<file path="config.mk">
export PLATFORM = sky130hd
export DESIGN_NAME = stage_4
export DESIGN_NICKNAME = d
export VERILOG_FILES = /design/src/rtl/stage_4.sv
export SDC_FILE = /design/constraint.sdc
export NUM_CORES = 1
export LEC_CHECK = 0
export BUFFER_PORTS_ARGS = -buffer_cell sky130_fd_sc_hd__clkbuf_2
export CORE_MARGIN = 3
export CORE_UTILIZATION = 30
export CTS_CLUSTER_SIZE = 8
export DETAILED_ROUTE_END_ITERATION = 12
export SLEW_MARGIN = 20
export SYNTH_ARGS = -nofsm -noshare
export SYNTH_HDL_FRONTEND = slang
export SYNTH_SLANG_ARGS = --single-unit
export TNS_END_PERCENT = 50
</file>
<file path="constraint.sdc">
create_clock -name clk -period 3.4 [get_ports clk]
set_input_delay 0.51 -clock clk [delete_from_list [all_inputs] [get_ports clk]]
set_output_delay 0.51 -clock clk [all_outputs]
set_load 0.05 [all_outputs]
</file>
<file path="src/rtl/stage_4.sv">
// stage_4: RV32I memory-access stage.
// Runs load/store req/ack transactions and registers the write-back bundle.
module stage_4 #(
  parameter int unsigned TIMEOUT = 255
) (
  input  logic        clk,
  input  logic        rst,
  input  logic        i_valid,
  output logic        o_ready,
  input  logic [31:0] i_alu_out,
  input  logic [31:0] i_rs_2,
  input  logic [4:0]  i_rd_num,
  input  logic [6:0]  i_opcode,
  input  logic [2:0]  i_func_3,
  input  logic        i_op_type,
  output logic        mem_req,
  output logic        mem_we,
  output logic [31:0] mem_addr,
  output logic [31:0] mem_wdata,
  output logic [3:0]  mem_be,
  input  logic        mem_ack,
  input  logic [31:0] mem_rdata,
  output logic        o_valid,
  input  logic        i_ready,
  output logic [4:0]  rd_num,
  output logic [31:0] wb_data,
  output logic        wb_en,
  output logic        err,
  output logic [1:0]  err_cause
);

  localparam logic [6:0] OP_LOAD  = 7'b0000011;
  localparam logic [6:0] OP_STORE = 7'b0100011;
  localparam logic [7:0] TMO_LAST = 8'(TIMEOUT - 1);

  typedef enum logic {IDLE, ACCESS} state_t;

  typedef struct packed {
    logic [4:0]  rd;
    logic [31:0] data;
    logic        en;
    logic        err;
    logic [1:0]  cause;
  } wb_t;

  state_t state, state_n;

  logic        accept, xfer, fault;
  logic        go_mem, done, tmo;
  logic        is_ld, is_st;
  logic        bad_f3, misal;
  logic [1:0]  a_lo, sz;
  logic [3:0]  be_n;
  logic [31:0] wd_n;
  logic [7:0]  cnt;
  logic [1:0]  lane_q;
  logic [2:0]  f3_q;
  logic [4:0]  rd_q;
  logic [31:0] sh, ld_val;
  logic        ld_out;
  wb_t         wb_q, wb_n;

  assign o_ready = !rst && state == IDLE
                && (!o_valid || i_ready);
  assign accept  = i_valid && o_ready;
  assign xfer    = o_valid && i_ready;
  assign fault   = bad_f3 || misal;
  assign go_mem  = accept && i_op_type && !fault;
  assign tmo     = cnt == TMO_LAST;
  assign done    = state == ACCESS
                && (mem_ack || tmo);

  // Decode width, legality and lanes from the incoming bundle.
  always_comb begin
    a_lo  = i_alu_out[1:0];
    sz    = i_func_3[1:0];
    is_ld = i_opcode == OP_LOAD;
    is_st = i_opcode == OP_STORE;
    unique case (1'b1)
      is_ld:   bad_f3 = sz == 2'd3
                     || i_func_3[2:1] == 2'b11;
      is_st:   bad_f3 = i_func_3[2]
                     || sz == 2'd3;
      default: bad_f3 = 1'b1;
    endcase
    case (sz)
      2'd1:    misal = a_lo[0];
      2'd2:    misal = a_lo != 2'd0;
      default: misal = 1'b0;
    endcase
    case (sz)
      2'd0: begin
        be_n = 4'b0001 << a_lo;
        wd_n = {4{i_rs_2[7:0]}};
      end
      2'd1: begin
        be_n = a_lo[1] ? 4'b1100 : 4'b0011;
        wd_n = {2{i_rs_2[15:0]}};
      end
      default: begin
        be_n = 4'b1111;
        wd_n = i_rs_2;
      end
    endcase
  end

  always_ff @(posedge clk) begin
    if (rst) state <= IDLE;
    else     state <= state_n;
  end

  always_comb begin
    state_n = state;
    case (state)
      IDLE:    if (go_mem) state_n = ACCESS;
      ACCESS:  if (done)   state_n = IDLE;
      default: state_n = IDLE;
    endcase
  end

  always_comb begin
    mem_req = state == ACCESS;
  end

  // Request fields stay frozen for the whole transaction.
  always_ff @(posedge clk) begin
    if (rst) begin
      mem_addr  <= '0;
      mem_wdata <= '0;
      mem_be    <= '0;
      mem_we    <= 1'b0;
      lane_q    <= '0;
      f3_q      <= '0;
      rd_q      <= '0;
      cnt       <= '0;
    end else if (go_mem) begin
      mem_addr  <= {i_alu_out[31:2], 2'b00};
      mem_wdata <= wd_n;
      mem_be    <= be_n;
      mem_we    <= is_st;
      lane_q    <= a_lo;
      f3_q      <= i_func_3;
      rd_q      <= i_rd_num;
      cnt       <= '0;
    end else if (state == ACCESS && !done) begin
      cnt       <= cnt + 8'd1;
    end
  end

  always_comb begin
    sh = mem_rdata >> {lane_q, 3'b000};
    case (f3_q)
      3'd0:    ld_val = {{24{sh[7]}}, sh[7:0]};
      3'd1:    ld_val = {{16{sh[15]}}, sh[15:0]};
      3'd4:    ld_val = {24'd0, sh[7:0]};
      3'd5:    ld_val = {16'd0, sh[15:0]};
      default: ld_val = mem_rdata;
    endcase
  end

  always_comb begin
    wb_n   = '0;
    ld_out = 1'b1;
    unique case (1'b1)
      accept && !i_op_type: begin
        wb_n.rd   = i_rd_num;
        wb_n.data = i_alu_out;
        wb_n.en   = i_rd_num != 5'd0;
      end
      accept && i_op_type && fault: begin
        wb_n.rd    = i_rd_num;
        wb_n.err   = 1'b1;
        wb_n.cause = bad_f3 ? 2'd2 : 2'd1;
      end
      done && mem_ack: begin
        wb_n.rd   = rd_q;
        wb_n.data = mem_we ? 32'd0 : ld_val;
        wb_n.en   = !mem_we && rd_q != 5'd0;
      end
      done && !mem_ack: begin
        wb_n.rd    = rd_q;
        wb_n.err   = 1'b1;
        wb_n.cause = 2'd3;
      end
      default: ld_out = 1'b0;
    endcase
  end

  always_ff @(posedge clk) begin
    if (rst) begin
      o_valid <= 1'b0;
      wb_q    <= '0;
    end else if (ld_out) begin
      o_valid <= 1'b1;
      wb_q    <= wb_n;
    end else if (xfer) begin
      o_valid <= 1'b0;
      wb_q    <= '0;
    end
  end

  assign rd_num    = wb_q.rd;
  assign wb_data   = wb_q.data;
  assign wb_en     = wb_q.en;
  assign err       = wb_q.err;
  assign err_cause = wb_q.cause;

endmodule

</file>
==> flow_summary.yaml <==
run_status:
  status: "finished clean"
global_route:
  grt_first_pass_wirelength_um: 32800
  grt_start_max_net_pins: 60
  grt_pass1_vias: 5698
  grt_overflow: 0
  grt_antenna_before_repair: 1
  grt_usage: 0.193
clocking:
  cts_tree: "yes"
  clkSlewWorstSetupHoldPaths_ns: 0.06
  cts_root_buf: "clkbuf_16"
  clk-insertion-delay-late_ns: 0.42
  ctsResizeCount: 0
  cts_setup_buffers: 0
  cts_max_path_buffers: 2
  h-tree-depth: 4
  cts_hold_buf: 0
  cts_made_buffers: 17
  clock_sinks: 128
power:
  power_frac_comb: 0.104
  clkPwrFrac: 0.476
  p_switching_mw: 0.918
  sequentialPowerShare: 0.420
  vdd_drop_max_uv: 322
  p_leak_nw: 3.30
  swShare: 0.251
  powerDensity_nw_per_um2: 473
  p_int_mw: 2.74
logic_synthesis:
  synthTopCellsByArea: "dfxtp_1, a21oi_1, nand2_1"
  synth-xor-area-share: 0.0105
  synth_cell_type_count: 53
  yosys-mux-area-fraction: 0.0240
  synth_seq_cells: 128
  synth_edf_count: 0
  synthAdderAreaFrac: 0.0129
  synth_top_area_cell: "dfxtp_1"
  ys_seq_area_frac: 0.440
  synth_warnings: 0
  syn_area_per_cell_um2: 8.35
  synth_cells: 698
  synth_top_family_by_area: "compound AO/OA/AOI/OAI gates"
  synth-compound-area-share: 0.266
  synthArstFlopShare: 0
  synthSimpleGateAreaFrac: 0.181
  netlist_area_um2: 5830
  netlist.area_leader.share: 0.440
  ys.flop_type: "dfxtp_1"
die:
  start_util: 0.308
  die_h_um: 145
  dieArea_um2: 21100
  fp-row-count: 50
  die_w_um: 145
  core_area_um2: 18900
  ios: 230
min_path:
  hold_class: "primary input to register"
placement:
  port_buffers: 227
  dp.cells: 1145
  placed_area_um2: 7170
  routabilityCongestion: 0.911
  dp_hpwl_um: 15500
layout:
  drive_gt1_frac: 0.313
  nets: 1027
  fin_area_um2: 7730
  fillers: 2030
  area_delta_synth_final_pct: 32.7
  layout.cells.non_filler: 1177
detailed_routing:
  first_iter_violations: 482
  drt-met1-wl_um: 9330
  wl_met3_um: 1380
  highest_layer: "met4"
  drt-wirelength-per-cell_um: 17.6
  drt-total-wl_um: 20800
  vias: 5907
  drc: 0
  via_per_inst: 5.02
  antenna_left: 0
  drt-pass1-iter-count: 5
  dr_wl_met2_um: 9660
setup_path:
  cp-start-kind: "primary input"
  crit_fanout: 26
  worstPathArrival_ns: 2.90
  cp-end-kind: "register"
  cp.required_ns: 3.68
  worstSetupPathType: "primary input to register"
run:
  maxCapViolations: 0
sta:
  worst_slew_pin_slew_ns: 0.827
  period_minus_slack_ns: 2.62
  min_period_over_period: 0.772
  grt_setup_unrepaired: "no"
  fmax_mhz: 381
  finalSetupTns_ns: 0
  slew_viol_final: 0
  finalSetupViolations: 0
  finalClockSkew_ns: 0.0119
  hold_viol: 0
  slew_headroom: 0.441
==> routing by layer <==
| metal | up-vias | global-route usage |
|---|---|---|
| met5 | - | 0 |
| met4 | 0 | 0.0622 |
| met3 | 21 | 0.0526 |
| met2 | 209 | 0.300 |
| met1 | 2737 | 0.261 |
| li1 | 2940 | - |
==> flip-flops by register name, summed over array words and instances, names as in the netlist <==
| register | cells |
|---|---|
| cnt | 8 |
| err | 1 |
| err_cause | 2 |
| f3_q | 3 |
| lane_q | 2 |
| mem_addr | 30 |
| mem_be | 4 |
| mem_req | 1 |
| mem_wdata | 32 |
| mem_we | 1 |
| o_valid | 1 |
| rd_num | 5 |
| rd_q | 5 |
| wb_data | 32 |
| wb_en | 1 |
==> layout make-up <==
type | instances | area, µm² | share of cell area
multi-input cells | 487 | 2900 | 0.375
flip-flops and latches | 128 | 2560 | 0.331
repair buffers | 245 | 1290 | 0.166
clock buffers | 26 | 509 | 0.0658
well taps | 260 | 325 | 0.0421
inverters | 25 | 93.8 | 0.0121
clock inverters | 5 | 52.6 | 0.00680
diodes | 1 | 2.50 | 0.000324
==> final timing paths <==
path | to | depth (start not counted) | slack [ns] | startpoint
worst max-delay path | mem_wdata[27] | 7 | 0.78 | i_opcode[3]
worst min-delay path | mem_addr[2] | 3 | 0.33 | i_alu_out[2]
worst max register to register | wb_data[21] | 8 | 1.34 | cnt[1]
worst min register to register | mem_addr[19] | 2 | 0.46 | mem_addr[19]
==> cell usage in the layout, fill, tap and decap left out, drive strengths merged, types with 4 or more instances in the layout <==
cell and count:
mux2i 14, a211oi 26, a221oi 7, nand4 7, a21oi 97, a22o 8
clkbuf 252, nor2b 11, o2bb2ai 10, xor2 6, a221o 17, nand2 119
inv 24, o41ai 5, nand2b 5, ha 6, o221a 8, nor2 41
clkinv 4, buf 19, dfxtp 128, nor3 27, nand3 12, a22oi 6
o21ai 7, a32oi 7, a2bb2oi 8, and3 8
==> cell usage after synthesis (all sizes together), types with 10 or more instances <==
cell	n
a211oi	26
mux2i	14
nand3	12
nor2b	11
a221o	17
inv	24
buf	24
nor2	41
dfxtp	128
nor3	27
nand2	119
clkbuf	35
o2bb2ai	10
a21oi	97
==> power groups by stage <==
stage	Sequential [mW]	Clock [mW]	Combinational [mW]
4_1_cts	1.54	1.78	0.380
5_1_grt	1.54	1.85	0.411
3_5_place_dp	1.57	0	0.378
2_1_floorplan	1.65	0	0.138
3_3_place_gp	1.57	0	0.379
6_report	1.54	1.74	0.381
==> critical path, cell delays in order <==
cell and delay (ns):
clkbuf_2 0.08, or4_1 0.57, or4b_1 0.68, or3_2 0.53, buf_4 0.25, a211oi_1 0.22, nor3_1 0.07
==> through the flow <==
stage               power [mW]  hold slack, ns   util  setup WS (ns)
CTS                       3.69           0.313  0.409          0.788
global placement          1.95           0.441  0.379          0.398
floorplan                 1.79           0.449      -          0.784
detailed placement        1.95           0.446  0.379          0.346
finish                    3.66           0.329  0.409          0.776
global route              3.80           0.319  0.409          0.693
==> cell families (layout without fill, tap and decap cells) <==
group / Yosys count / count (layout)
other: 1 / 3
DFF: 128 / 128
buffers and inverters: 84 / 301
xor gates and xnor gates: 7 / 7
muxes: 14 / 14
adders and majority gates: 6 / 6
and+or+nand+nor: 238 / 238
AOI/OAI and AO/OA: 220 / 220
Power figures use the tool's default switching activity.
